**config.mk**
```make
export PLATFORM = sky130hd
export DESIGN_NAME = tpuv2_ctrl
export DESIGN_NICKNAME = d
export VERILOG_FILES = /design/src/rtl/tpu_pkg.sv /design/src/rtl/tpu_run_counter.sv /design/src/rtl/tpuv2_ctrl.sv
export SDC_FILE = /design/constraint.sdc
export NUM_CORES = 1
export LEC_CHECK = 0
export CORE_AREA = 8 8 129 131
export CTS_CLUSTER_SIZE = 8
export DETAILED_ROUTE_END_ITERATION = 16
export DIE_AREA = 0 0 137 139
export DONT_BUFFER_PORTS = 1
export PLACE_DENSITY_LB_ADDON = 0.15
export SETUP_SLACK_MARGIN = 0.4
export SLEW_MARGIN = 20
export SYNTH_ARGS = -nofsm -noshare
export SYNTH_HDL_FRONTEND = slang
export SYNTH_SLANG_ARGS = --single-unit
```
**constraint.sdc**
```tcl
create_clock -name clk -period 4.3 [get_ports clk]
set_input_delay 0.86 -clock clk [delete_from_list [all_inputs] [get_ports clk]]
set_output_delay 0.86 -clock clk [all_outputs]
set_load 0.02 [all_outputs]
```
**src/rtl/tpu_pkg.sv**
```systemverilog
// Shared constants and types for the TPU v2 MMIO controller.
//   - MMIO region bases for the A, B and C stores and the START/STATUS registers
//   - bit positions inside the STATUS word
//   - sequencer state encoding
package tpu_pkg;

    // MMIO region bases (byte addresses, 8-byte word granularity).
    localparam int unsigned A_BASE      = 32'h0100;
    localparam int unsigned B_BASE      = 32'h0200;
    localparam int unsigned C_BASE      = 32'h0300;
    localparam int unsigned START_ADDR  = 32'h0400;
    localparam int unsigned STATUS_ADDR = 32'h0500;

    // STATUS word layout.
    localparam int unsigned ST_BUSY    = 0;
    localparam int unsigned ST_DONE    = 1;
    localparam int unsigned ST_ERR     = 2;
    localparam int unsigned ST_ACC     = 3;
    localparam int unsigned ST_CYC_LSB = 8;
    localparam int unsigned ST_CYC_W   = 16;

    typedef enum logic [1:0] {
        IDLE  = 2'd0,
        CLEAR = 2'd1,
        RUN   = 2'd2
    } tpu_state_e;

endpackage

```
**src/rtl/tpu_run_counter.sv**
```systemverilog
// Run-window counter and run-length statistics for the matmul sequencer.
//   clk, rst_n : clock, asynchronous active-low reset
//   start      : accepted START write; restarts both counters
//   busy       : sequencer is out of IDLE this cycle (feeds cycles)
//   en         : sequencer is in RUN this cycle (advances the window counter)
//   last       : final cycle of the RUNLEN-cycle window
//   cycles     : clocks spent out of IDLE since the last start, saturating
module tpu_run_counter #(
    parameter int unsigned RUNLEN = 22
) (
    input  logic        clk,
    input  logic        rst_n,
    input  logic        start,
    input  logic        busy,
    input  logic        en,
    output logic        last,
    output logic [15:0] cycles
);

    localparam int unsigned CNTW = (RUNLEN > 1) ? $clog2(RUNLEN) : 1;

    logic [CNTW-1:0] cnt_q, cnt_d;
    logic [15:0]     cycles_q, cycles_d;

    assign last   = en && (cnt_q == CNTW'(RUNLEN - 1));
    assign cycles = cycles_q;

    always_comb begin
        cnt_d    = cnt_q;
        cycles_d = cycles_q;
        if (start) begin
            cnt_d = '0;
        end else if (en) begin
            cnt_d = last ? '0 : cnt_q + 1'b1;
        end
        if (start) begin
            cycles_d = '0;
        end else if (busy && (cycles_q != 16'hFFFF)) begin
            cycles_d = cycles_q + 16'd1;
        end
    end

    always_ff @(posedge clk or negedge rst_n) begin
        if (!rst_n) begin
            cnt_q    <= '0;
            cycles_q <= '0;
        end else begin
            cnt_q    <= cnt_d;
            cycles_q <= cycles_d;
        end
    end

endmodule

```
**src/rtl/tpuv2_ctrl.sv**
```systemverilog
// MMIO front-end and matmul sequencer for the second-generation TPU.
//   clk, rst_n         : clock, asynchronous active-low reset
//   r_w, addr, dataIn  : host MMIO request (1 = write), byte address, write data
//   dataOut            : combinational read data (C words or STATUS, else 0)
//   a_wr_en, b_wr_en,
//   c_wr_en            : store write strobes, only while idle
//   row_idx, c_word    : decoded row / C word index of the current address
//   wr_data            : dataIn passthrough to the stores
//   c_rd_data          : C row selected by row_idx, from the array
//   c_clr              : one-cycle clear of all C accumulators (clear mode)
//   sa_en              : array/memA/memB advance enable for RUNLEN cycles
module tpuv2_ctrl
    import tpu_pkg::*;
#(
    parameter int unsigned BITS_AB = 8,
    parameter int unsigned BITS_C  = 16,
    parameter int unsigned DIM     = 8,
    parameter int unsigned ADDRW   = 16,
    parameter int unsigned DATAW   = 64,
    localparam int unsigned CWORDS = DIM * BITS_C / DATAW,
    localparam int unsigned RW     = $clog2(DIM),
    localparam int unsigned CWB    = $clog2(CWORDS),
    localparam int unsigned CWW    = (CWB > 0) ? CWB : 1
) (
    input  logic                  clk,
    input  logic                  rst_n,
    input  logic                  r_w,
    input  logic [ADDRW-1:0]      addr,
    input  logic [DATAW-1:0]      dataIn,
    output logic [DATAW-1:0]      dataOut,
    output logic                  a_wr_en,
    output logic                  b_wr_en,
    output logic                  c_wr_en,
    output logic [RW-1:0]         row_idx,
    output logic [CWW-1:0]        c_word,
    output logic [DATAW-1:0]      wr_data,
    input  logic [DIM*BITS_C-1:0] c_rd_data,
    output logic                  c_clr,
    output logic                  sa_en
);

    localparam int unsigned RUNLEN = 3 * DIM - 2;
    localparam int unsigned CIW    = RW + CWB;

    // A/B row width equals DATAW by construction; kept only for documentation.
    localparam int unsigned unused_ab_row_bits = DIM * BITS_AB;

    localparam logic [ADDRW-1:0] A_A      = ADDRW'(A_BASE);
    localparam logic [ADDRW-1:0] B_A      = ADDRW'(B_BASE);
    localparam logic [ADDRW-1:0] C_A      = ADDRW'(C_BASE);
    localparam logic [ADDRW-1:0] START_A  = ADDRW'(START_ADDR);
    localparam logic [ADDRW-1:0] STATUS_A = ADDRW'(STATUS_ADDR);

    tpu_state_e state_q, state_d;
    logic       acc_q, acc_d;
    logic       done_q, done_d;
    logic       err_q, err_d;

    logic hit_a, hit_b, hit_c, hit_start, hit_status;
    logic busy, start_wr, run_last, wr_ok;
    logic [15:0]      cycles;
    logic [CIW-1:0]   c_idx;
    logic [RW-1:0]    c_row;
    logic [CWW-1:0]   c_wd;
    logic [DATAW-1:0] c_sel, status_word;
    logic             unused_addr;

    // Byte offset within a word carries no meaning.
    assign unused_addr = ^addr[2:0];

    // Region decode: index bits sit above the byte offset, the rest must match the base.
    assign hit_a      = addr[ADDRW-1:3+RW]  == A_A[ADDRW-1:3+RW];
    assign hit_b      = addr[ADDRW-1:3+RW]  == B_A[ADDRW-1:3+RW];
    assign hit_c      = addr[ADDRW-1:3+CIW] == C_A[ADDRW-1:3+CIW];
    assign hit_start  = addr[ADDRW-1:3]     == START_A[ADDRW-1:3];
    assign hit_status = addr[ADDRW-1:3]     == STATUS_A[ADDRW-1:3];

    assign c_idx = addr[3 +: CIW];

    generate
        if (CWORDS > 1) begin : g_cwords
            assign c_row = c_idx[CIW-1:CWB];
            assign c_wd  = c_idx[CWB-1:0];
        end else begin : g_cword1
            assign c_row = c_idx[RW-1:0];
            assign c_wd  = '0;
        end
    endgenerate

    assign busy     = (state_q != IDLE);
    assign start_wr = r_w && hit_start && (state_q == IDLE);
    // rst_n gates the strobes so the stores are never written while reset is held.
    assign wr_ok    = r_w && rst_n && (state_q == IDLE);

    assign a_wr_en = wr_ok && hit_a;
    assign b_wr_en = wr_ok && hit_b;
    assign c_wr_en = wr_ok && hit_c;
    assign wr_data = dataIn;

    // B rows are also reported on row_idx; the B store ignores it.
    always_comb begin
        row_idx = '0;
        c_word  = '0;
        if (hit_a || hit_b) begin
            row_idx = addr[3 +: RW];
        end else if (hit_c) begin
            row_idx = c_row;
            c_word  = c_wd;
        end
    end

    tpu_run_counter #(
        .RUNLEN (RUNLEN)
    ) u_run_counter (
        .clk    (clk),
        .rst_n  (rst_n),
        .start  (start_wr),
        .busy   (busy),
        .en     (state_q == RUN),
        .last   (run_last),
        .cycles (cycles)
    );

    always_comb begin
        state_d = state_q;
        acc_d   = acc_q;
        done_d  = done_q;
        err_d   = err_q;
        c_clr   = 1'b0;
        sa_en   = 1'b0;

        if (r_w && hit_status) begin
            err_d = 1'b0;
        end
        // Store and START writes while a run is in flight are dropped and flagged.
        if (r_w && busy && (hit_a || hit_b || hit_c || hit_start)) begin
            err_d = 1'b1;
        end

        unique case (state_q)
            IDLE: begin
                if (start_wr) begin
                    acc_d   = dataIn[0];
                    done_d  = 1'b0;
                    state_d = dataIn[0] ? RUN : CLEAR;
                end
            end
            CLEAR: begin
                c_clr   = 1'b1;
                state_d = RUN;
            end
            RUN: begin
                sa_en = 1'b1;
                if (run_last) begin
                    state_d = IDLE;
                    done_d  = 1'b1;
                end
            end
            default: state_d = IDLE;
        endcase
    end

    always_ff @(posedge clk or negedge rst_n) begin
        if (!rst_n) begin
            state_q <= IDLE;
            acc_q   <= 1'b0;
            done_q  <= 1'b0;
            err_q   <= 1'b0;
        end else begin
            state_q <= state_d;
            acc_q   <= acc_d;
            done_q  <= done_d;
            err_q   <= err_d;
        end
    end

    always_comb begin
        status_word                         = '0;
        status_word[ST_BUSY]                = busy;
        status_word[ST_DONE]                = done_q;
        status_word[ST_ERR]                 = err_q;
        status_word[ST_ACC]                 = acc_q;
        status_word[ST_CYC_LSB +: ST_CYC_W] = cycles;
    end

    always_comb begin
        c_sel   = '0;
        dataOut = '0;
        for (int unsigned w = 0; w < CWORDS; w++) begin
            if (32'(c_word) == w) begin
                c_sel = c_rd_data[w*DATAW +: DATAW];
            end
        end
        if (!r_w) begin
            if (hit_c) begin
                dataOut = c_sel;
            end else if (hit_status) begin
                dataOut = status_word;
            end
        end
    end

endmodule
```
==> results.py, run 1 <==
metrics = {
    "outcome": {
        "status": "finished clean",
    },
    "final_layout": {
        "n_fill_cell": 1668,
        "area_growth_syn_to_layout_pct": 5.20,
        "stdcell_area_um2": 3320,
        "multiInputGateArea_um2": 1900,
        "regArea_um2": 651,
        "nNetsFinal": 628,
        "drive_gt1_share_pct": 20.3,
        "final_util_pct": 22.5,
    },
    "cts": {
        "clk_transition_reported_paths_ns": 0.07,
        "cts_resized": 0,
        "cts_buffers": 3,
        "tritoncts": "built",
        "cts_buffer_depth": 2,
        "cts_num_sinks": 26,
        "clockRootBuffer": "clkbuf_16",
        "clk_latency_ns": 0.26,
        "cts_htree_levels": 1,
        "hold_buffers": 0,
        "post-cts-setup-buffers": 0,
    },
    "worst_setup_path": {
        "startpoint": "addr[10]",
        "crit_end": "dataOut[33]",
        "cp_common_cell": "buf_4",
        "start_kind": "input port",
        "cp_slowest_cell": "nor4b_1",
        "crit_buf_inv": 2,
        "cp_top_family": "simple AND/OR/NAND/NOR gates",
        "reg2reg_depth": 5,
        "crit_path_end_kind": "output port",
        "critPathMaxFanout": 22,
        "cp_cell_sequence": "nor4b_1, and3_1, nand2b_2, buf_4, a21oi_1, buf_4",
        "rrSetupSlack_ns": 1.91,
        "max_stage_delay_ns": 0.52,
        "cp.arrival_ns": 2.68,
        "critical_path_required_ns": 3.44,
        "worst-setup-path-type": "in2out",
        "r2r-end": "u_run_counter.cycles[0]$_DFFE_PN0P_",
        "path_depth": 6,
        "r2r_start": "u_run_counter.cycles[0]$_DFFE_PN0P_",
    },
    "floorplan": {
        "core-area_um2": 14800,
        "die_area_um2": 19000,
        "initial_core_util_pct": 21.4,
        "die_w_um": 137,
        "die_height_um": 139,
        "rows": 45,
        "io_pins": 348,
    },
    "global_routing": {
        "gr-total-overflow": 0,
        "grt_pass1_wl_um": 20800,
        "antenna_found_initial": 1,
        "grt_max_degree": 45,
        "grt_use_total_pct": 14.2,
        "grt_pass1_vias": 3035,
    },
    "placement": {
        "place_ws_ns": 0.742,
        "placed_cell_area_um2": 3210,
        "place_hpwl_um": 12700,
        "io_buffers": 0,
        "gp_congestion": 0.757,
    },
    "sta": {
        "hold_violations": 0,
        "finalCritPeriodShare_pct": 82.2,
        "tightest_slew_ns": 0.843,
        "fin_ws_ns": 0.763,
        "setup_tns_ns": 0,
        "report.final.setup_viol": 0,
        "slew_headroom_pct": 43.4,
        "skew_ns": 0.00190,
        "min_period_ns": 3.54,
        "rsz0062_at_grt": "false",
        "finalMaxSlewViolations": 0,
        "max_freq_mhz": 283,
    },
    "yosys": {
        "synth_seq_cells": 26,
        "synth_nets": 664,
        "syn_area_per_cell_um2": 7.01,
        "synth_ff_type": "dfrtp_1",
        "syn_inst": 450,
        "syn_area_um2": 3150,
        "synthArstFlopShare_pct": 100,
        "ys_seq_area_share_pct": 20.6,
        "ys_warn_count": 0,
        "synth_cell_type_count": 55,
        "synth-edff-count": 0,
    },
    "detailed_routing": {
        "wl_um": 14900,
        "num_vias": 3107,
        "drc": 0,
        "post_drt_wl_per_cell_um": 24.7,
        "vias_per_cell": 5.16,
        "ant_nets": 0,
        "drtIter0Drc": 188,
        "drt-pass1-iter-count": 4,
    },
    "flow_run": {
        "timing.max_cap.violations": 0,
    },
    "min_path": {
        "hp-class": "in2async",
    },
    "power_and_ir_drop": {
        "p_leak_nw": 1.38,
        "powerDensity_nw_per_um2": 180,
        "vdd_drop_max_uv": 137,
    },
}
layout make-up:
class | count | area share [%]
Clock inverter | 1 | 0.905
Inverter | 6 | 0.679
Sequential cell | 26 | 19.6
Tap cell | 188 | 7.09
Multi-Input combinational cell | 325 | 57.2
Clock buffer | 3 | 2.26
Timing Repair Buffer | 52 | 12.1
Antenna cell | 1 | 0.0754
synthesized netlist by cell type, drive strengths merged, types with 2 or more instances:
library cell / count / area (um2)
or2: 3 / 18.8
nor2: 34 / 130
and3: 3 / 18.8
buf: 70 / 504
mux2: 22 / 251
mux2i: 5 / 50.1
nor2b: 2 / 12.5
nand2: 96 / 360
xnor2: 5 / 43.8
nor4: 5 / 31.3
or3: 4 / 25.0
inv: 6 / 22.5
nand3b: 2 / 15.0
o31ai: 2 / 15.0
a22oi: 20 / 150
o21ai: 8 / 40.0
nor4b: 2 / 17.5
nor3: 6 / 30.0
or4: 4 / 30.0
a21oi: 51 / 255
or4b: 2 / 20.0
ha: 3 / 37.5
and4: 3 / 26.3
dfrtp: 26 / 651
a22o: 5 / 43.8
clkbuf: 23 / 86.3
nand2b: 2 / 12.5
nand4: 5 / 31.3
nand3: 11 / 55.1
a31oi: 2 / 12.5
cell usage in the layout, fill, tap and decap left out, drive strengths merged, types with 2 or more instances in the layout:
master	instances
o21ai	8
nor4	5
xnor2	5
nand2	96
or4b	2
nand2b	2
a21oi	51
nand4	5
a22oi	20
inv	6
nand3b	2
mux2i	5
nor2	34
and4	3
or2	3
nand3	11
mux2	22
or4	4
or3	4
and3	3
ha	3
a22o	5
o31ai	2
dfrtp	26
a31oi	2
nor3	6
nor4b	2
buf	52
nor2b	2
clkbuf	3
logic make-up after synthesis:
| kind of cell | count (synthesis) | share of synthesized area, % |
|---|---|---|
| and+or+nand+nor | 189 | 27.8 |
| AOI/OAI and AO/OA | 101 | 20.0 |
| buffers and inverters | 99 | 19.4 |
| muxes | 27 | 9.56 |
| DFF | 26 | 20.6 |
| xor gates and xnor gates | 5 | 1.39 |
| adders and majority gates | 3 | 1.19 |
state kept, by name, indices dropped and copies added (netlist names):
name	cells
state_q	2
u_run_counter.cnt_q	5
done_q	1
u_run_counter.cycles	16
err_q	1
acc_q	1
worst min path at each step:
stage | start | to | slack, ns
finish | rst_n | u_run_counter.cycles[10]$_DFFE_PN0P_ | 0.28
floorplan | u_run_counter.cnt_q[4]$_DFFE_PN0P_ | u_run_counter.cnt_q[4]$_DFFE_PN0P_ | 0.44
detailed placement | u_run_counter.cnt_q[4]$_DFFE_PN0P_ | u_run_counter.cnt_q[4]$_DFFE_PN0P_ | 0.47
global placement | u_run_counter.cnt_q[4]$_DFFE_PN0P_ | u_run_counter.cnt_q[4]$_DFFE_PN0P_ | 0.47
CTS | rst_n | u_run_counter.cnt_q[1]$_DFFE_PN0P_ | 0.28
global route | rst_n | u_run_counter.cnt_q[0]$_DFFE_PN0P_ | 0.27
power breakdown:
group | leakage [nW] | total, mW | switching (mW) | internal, mW
Combinational | 1.05 | 0.0592 | 0.0275 | 0.0317
Clock | 0.0511 | 0.280 | 0.0941 | 0.186
Sequential | 0.282 | 0.259 | 0.00782 | 0.251
Total | 1.38 | 0.598 | 0.129 | 0.468
per-layer routing:
| layer | GRT usage, % | up-vias | routed length (um) |
|---|---|---|---|
| li1 | - | 1432 | - |
| met1 | 15.6 | 1442 | 5180 |
| met2 | 24.0 | 217 | 7170 |
| met3 | 6.74 | 14 | 2230 |
| met4 | 3.20 | 2 | 237 |
| met5 | 2.77 | - | 62 |
metrics by stage:
step / cells / total power [mW] / hold slack, ns
3_5_place_dp: 597 / 0.323 / 0.469
3_3_place_gp: 597 / 0.322 / 0.470
5_1_grt: 602 / 0.625 / 0.269
6_report: 602 / 0.598 / 0.283
2_1_floorplan: 450 / 0.402 / 0.442
4_1_cts: 601 / 0.608 / 0.276
No activity file was read; power rests on OpenSTA's default activity.
==> inputs of run 2 (changes only) <==
--- a/config.mk
+++ b/config.mk
@@ -5,10 +5,10 @@
 export SDC_FILE = /design/constraint.sdc
 export NUM_CORES = 1
 export LEC_CHECK = 0
-export CORE_AREA = 8 8 129 131
+export CORE_AREA = 8 8 130 132
 export CTS_CLUSTER_SIZE = 8
 export DETAILED_ROUTE_END_ITERATION = 16
-export DIE_AREA = 0 0 137 139
+export DIE_AREA = 0 0 138 140
 export DONT_BUFFER_PORTS = 1
 export PLACE_DENSITY_LB_ADDON = 0.15
 export SETUP_SLACK_MARGIN = 0.4
==> constraint.sdc (replaced) <==
create_clock -name clk -period 3 [get_ports clk]
set_input_delay 0.6 -clock clk [delete_from_list [all_inputs] [get_ports clk]]
set_output_delay 0.6 -clock clk [all_outputs]
set_load 0.02 [all_outputs]
==> run 2 against run 1 <==
Compared with the run above:
- critical endpoint is now b_wr_en
- count of clock-buffer cells in the layout did not move
- core utilization increased by 2.4 points
- worst hold slack got worse by 0.26 ns
- power increased by 46%
- sequential power increased by 43%
- die area is 1.5% higher
- sequential share of layout area fell by 2.0 points
- final cell count decreased by 4.8%
- combinational power is 76% higher
- routed wire length shrank 12%
- largest cell class unchanged
==> results.py, run 2 (synthesis results as in run 1) <==
metrics = {
    "final_layout": {
        "nNetsFinal": 600,
        "n_antenna_cell": 0,
        "n_fill_cell": 1622,
        "mostFrequentLayoutCells": "96 x nand2_1, 40 x a21oi_4, 26 x dfrtp_1",
        "final_common_cell": "nand2_1",
        "largest_register_ffs": 16,
        "drive_gt1_share_pct": 32.7,
        "stdcell_area_um2": 3700,
        "area_growth_syn_to_layout_pct": 17.4,
    },
    "floorplan": {
        "die_w_um": 138,
        "die_height_um": 140,
        "die_area_um2": 19300,
        "core-area_um2": 14900,
        "rows": 45,
        "io_pins": 348,
        "initial_core_util_pct": 21.2,
    },
    "worst_setup_path": {
        "critPathMaxFanout": 3,
        "rrSetupSlack_ns": 0.88,
        "start_kind": "input port",
        "r2r_start": "u_run_counter.cycles[0]$_DFFE_PN0P_",
        "worst-setup-path-type": "in2out",
        "critical_path_required_ns": 2.40,
        "startpoint": "addr[15]",
        "cp.arrival_ns": 2.04,
        "crit_path_end_kind": "output port",
    },
    "power_and_ir_drop": {
        "p_leak_nw": 1.27,
        "vdd_drop_max_uv": 183,
        "powerDensity_nw_per_um2": 235,
        "total_power_uw": 871,
    },
    "flow_run": {
        "timing.max_cap.violations": 0,
    },
    "detailed_routing": {
        "wl_um": 13100,
        "vias_per_cell": 5.23,
        "drtIter0Drc": 57,
        "ant_nets": 0,
        "num_vias": 2995,
        "post_drt_wl_per_cell_um": 22.9,
        "drt-pass1-iter-count": 4,
        "drc": 0,
    },
    "sta": {
        "setup_tns_ns": 0,
        "report.final.setup_viol": 0,
        "rsz0062_at_grt": "true",
        "min_period_ns": 2.64,
        "slew_headroom_pct": 67.4,
        "finalCritPeriodShare_pct": 88.0,
        "fin_ws_ns": 0.361,
        "skew_ns": 0.00715,
        "max_freq_mhz": 379,
        "tightest_slew_ns": 0.477,
        "hold_violations": 0,
        "finalMaxSlewViolations": 0,
    },
    "placement": {
        "place_hpwl_um": 11000,
        "place_ws_ns": 0.203,
        "io_buffers": 0,
        "gp_congestion": 0.735,
        "placed_cell_area_um2": 3540,
    },
    "cts": {
        "clk_latency_ns": 0.26,
        "clk_transition_reported_paths_ns": 0.07,
        "tritoncts": "built",
        "cts_buffer_depth": 2,
        "cts_buffers": 3,
        "clockRootBuffer": "clkbuf_16",
        "cts_num_sinks": 26,
        "hold_buffers": 0,
        "cts_htree_levels": 1,
    },
    "global_routing": {
        "grt_max_degree": 46,
        "gr-total-overflow": 0,
        "grt_use_total_pct": 12.4,
        "grt_pass1_wl_um": 19500,
        "antenna_found_initial": 0,
        "grt_pass1_vias": 3163,
    },
    "min_path": {
        "hp-class": "in2async",
    },
    "outcome": {
        "status": "finished clean",
    },
}
## run 2: worst max-delay path, stage by stage
cell	delay, ns
or3_4	0.39
or2_4	0.28
or3_4	0.39
nor4b_4	0.38
## run 2: repair_timing
action                                  in CTS  in global routing
endpoints found under the setup margin      28                 29
resized for setup                            7                  6
buffers inserted                             0                  1
pin swaps                                    1                  3
## run 2: stage by stage
step / utilization (%) / cells / hold slack [ns]
2_1_floorplan: - / 450 / 0.304
3_3_place_gp: 23.8 / 568 / 0.306
3_5_place_dp: 23.8 / 568 / 0.306
4_1_cts: 24.7 / 572 / 0.0190
5_1_grt: 24.9 / 573 / 0.00999
6_report: 24.9 / 573 / 0.0243
## run 2: final timing paths
path                                                       end  depth (start not counted)
setup / recovery                                       b_wr_en                          4
hold / removal             u_run_counter.cycles[6]$_DFFE_PN0P_                          0
setup reg to reg           u_run_counter.cycles[0]$_DFFE_PN0P_                          5
hold reg to reg             u_run_counter.cnt_q[4]$_DFFE_PN0P_                          1
max in group asynchronous  u_run_counter.cycles[4]$_DFFE_PN0P_                          0
min in group clk                        state_q[0]$_DFFE_PN0P_                          1
## run 2: power by group
group | switching [mW] | leakage, nW | internal, mW | total (mW)
Sequential | 0.0111 | 0.282 | 0.360 | 0.371
Clock | 0.131 | 0.0511 | 0.266 | 0.397
Combinational | 0.0551 | 0.942 | 0.0490 | 0.104
## run 2: cell type report
class / count / area, um2 / share of cell area, %
clock buffers: 3 / 75.1 / 2.03
clock inverters: 1 / 30.0 / 0.811
inverters: 6 / 22.5 / 0.608
multi-input cells: 325 / 2480 / 66.9
flip-flops and latches: 26 / 651 / 17.6
well taps: 188 / 235 / 6.35
repair buffers: 24 / 213 / 5.75
## run 2: routing by layer
metal / up-vias / part of all wire (%) / track usage (%)
met5: - / 0.38 / 2.09
met4: 2 / 1.2 / 2.23
met3: 8 / 10 / 5.71
met2: 217 / 49 / 21.2
met1: 1382 / 39 / 13.6
li1: 1386 / - / -
==> inputs of run 3 (changes only) <==
--- a/config.mk
+++ b/config.mk
@@ -9,7 +9,6 @@
 export CTS_CLUSTER_SIZE = 8
 export DETAILED_ROUTE_END_ITERATION = 16
 export DIE_AREA = 0 0 138 140
-export DONT_BUFFER_PORTS = 1
 export PLACE_DENSITY_LB_ADDON = 0.15
 export SETUP_SLACK_MARGIN = 0.4
 export SLEW_MARGIN = 20
==> run 3 against run 2 <==
Compared with the run above:
- combinational power grew to 3.5 times the previous value
- non-clock buffer count is 281 higher
- first-iteration DRC count up 100%
- largest power group unchanged
==> results.py, run 3 (synthesis results as in run 1) <==
metrics = {
    "outcome": {
        "status": "finished clean",
    },
    "sta": {
        "report.final.setup_viol": 0,
        "finalMaxSlewViolations": 0,
        "max_freq_mhz": 357,
        "finalCritPeriodShare_pct": 93.4,
        "rsz0062_at_grt": "true",
        "holdWs_ns": 0.473,
        "skew_ns": 0.00686,
        "tightest_slew_ns": 0.469,
        "hold_violations": 0,
        "min_period_ns": 2.80,
        "slew_headroom_pct": 67.9,
    },
    "detailed_routing": {
        "num_vias": 4147,
        "vias_per_cell": 4.86,
        "wl_um": 18000,
        "drtIter0Drc": 115,
        "drt-pass1-iter-count": 6,
        "post_drt_wl_per_cell_um": 21.1,
        "ant_nets": 0,
        "drc": 0,
    },
    "cts": {
        "clockRootBuffer": "clkbuf_16",
        "cts_buffers": 3,
        "hold_buffers": 0,
        "clk_latency_ns": 0.26,
        "cts_buffer_depth": 2,
        "cts_htree_levels": 1,
        "tritoncts": "built",
        "clk_transition_reported_paths_ns": 0.07,
        "cts_num_sinks": 26,
    },
    "worst_setup_path": {
        "critPathMaxFanout": 3,
        "cp.arrival_ns": 2.20,
        "crit_path_end_kind": "output port",
        "start_kind": "input port",
        "critical_path_required_ns": 2.40,
        "worst-setup-path-type": "in2out",
    },
    "floorplan": {
        "core-area_um2": 14900,
        "die_w_um": 138,
        "rows": 45,
        "initial_core_util_pct": 21.2,
        "die_height_um": 140,
        "io_pins": 348,
        "die_area_um2": 19300,
    },
    "final_layout": {
        "drive_gt1_share_pct": 49.8,
        "regArea_um2": 651,
        "n_antenna_cell": 0,
        "final_common_cell": "clkdlybuf4s50_1",
        "area_growth_syn_to_layout_pct": 126,
        "multiInputGateArea_um2": 2770,
        "largest_register_ffs": 16,
        "n_fill_cell": 1389,
        "mostFrequentLayoutCells": "134 x clkdlybuf4s50_1, 100 x buf_6, 55 x nand2_1",
        "final_util_pct": 47.9,
        "nNetsFinal": 881,
    },
    "global_routing": {
        "grt_use_total_pct": 17.0,
        "gr-total-overflow": 0,
        "grt_pass1_vias": 4369,
        "grt_pass1_wl_um": 26800,
        "grt_max_degree": 27,
        "antenna_found_initial": 0,
    },
    "min_path": {
        "hp-class": "reg2reg",
    },
    "power_and_ir_drop": {
        "p_leak_nw": 2.87,
        "vdd_drop_max_uv": 186,
        "powerDensity_nw_per_um2": 159,
    },
    "flow_run": {
        "timing.max_cap.violations": 0,
    },
    "placement": {
        "io_buffers": 218,
        "gp_congestion": 0.838,
        "place_hpwl_um": 13300,
    },
}
## run 3: worst max-delay path, stage by stage
cell	delay, ns
buf_6	0.09
or3_4	0.40
or2_4	0.28
or3_4	0.40
nor4b_4	0.25
buf_4	0.18
## run 3: area by class of cell
cell class                      instances  area share (%)
Sequential cell                        26            9.13
Inverter                                6           0.316
Clock buffer                            3            1.05
Tap cell                              188            3.30
Multi-Input combinational cell        325            38.8
Clock inverter                          1           0.421
Timing Repair Buffer                  305            47.0
## run 3: worst paths after layout
kind,start,endpoint,slack (ns),cells past startpoint
worst max-delay path,addr[15],b_wr_en,0.20,6
worst min-delay path,u_run_counter.cnt_q[4]$_DFFE_PN0P_,u_run_counter.cnt_q[4]$_DFFE_PN0P_,0.47,1
worst max register to register,u_run_counter.cycles[0]$_DFFE_PN0P_,u_run_counter.cycles[0]$_DFFE_PN0P_,0.86,5
worst min register to register,u_run_counter.cnt_q[4]$_DFFE_PN0P_,u_run_counter.cnt_q[4]$_DFFE_PN0P_,0.47,1
max in group asynchronous,rst_n,state_q[0]$_DFFE_PN0P_,1.94,2
min in group asynchronous,rst_n,state_q[1]$_DFFE_PN0P_,0.80,2
## run 3: timing repair
action                     CTS  global route
pin swaps                   30            42
cloned                       9             3
buffers inserted            29             8
setup endpoints to repair   83            71
resized for setup          521            71
## run 3: metal layers
metal  GRT usage, %  vias to the layer above  routed length (um)  part of all wire, %
li1               -                     1945                   -                    -
met1           19.1                     1989                7010                   39
met2           31.3                      203                9560                   53
met3           5.48                        8                1270                  7.1
met4           1.49                        2                  94                 0.52
met5           2.09                        -                  50                 0.28
## run 3: per-stage QoR
stage / cells / cell area, um2 / TNS [ns] / setup WS [ns] / power, mW
floorplan: 450 / 3700 / 0 / 0.320 / 0.597
global placement: 801 / 5830 / -37.27 / -0.664 / 0.707
detailed placement: 801 / 5830 / -38.44 / -0.713 / 0.714
CTS: 843 / 6760 / 0 / 0.152 / 1.13
global route: 854 / 7130 / 0 / 0.120 / 1.18
finish: 854 / 7130 / 0 / 0.199 / 1.14
## run 3: report_power, final
| part | internal [mW] | switching (mW) | total (mW) |
|---|---|---|---|
| Clock | 0.266 | 0.130 | 0.396 |
| Combinational | 0.234 | 0.134 | 0.369 |
| Sequential | 0.360 | 0.0115 | 0.371 |
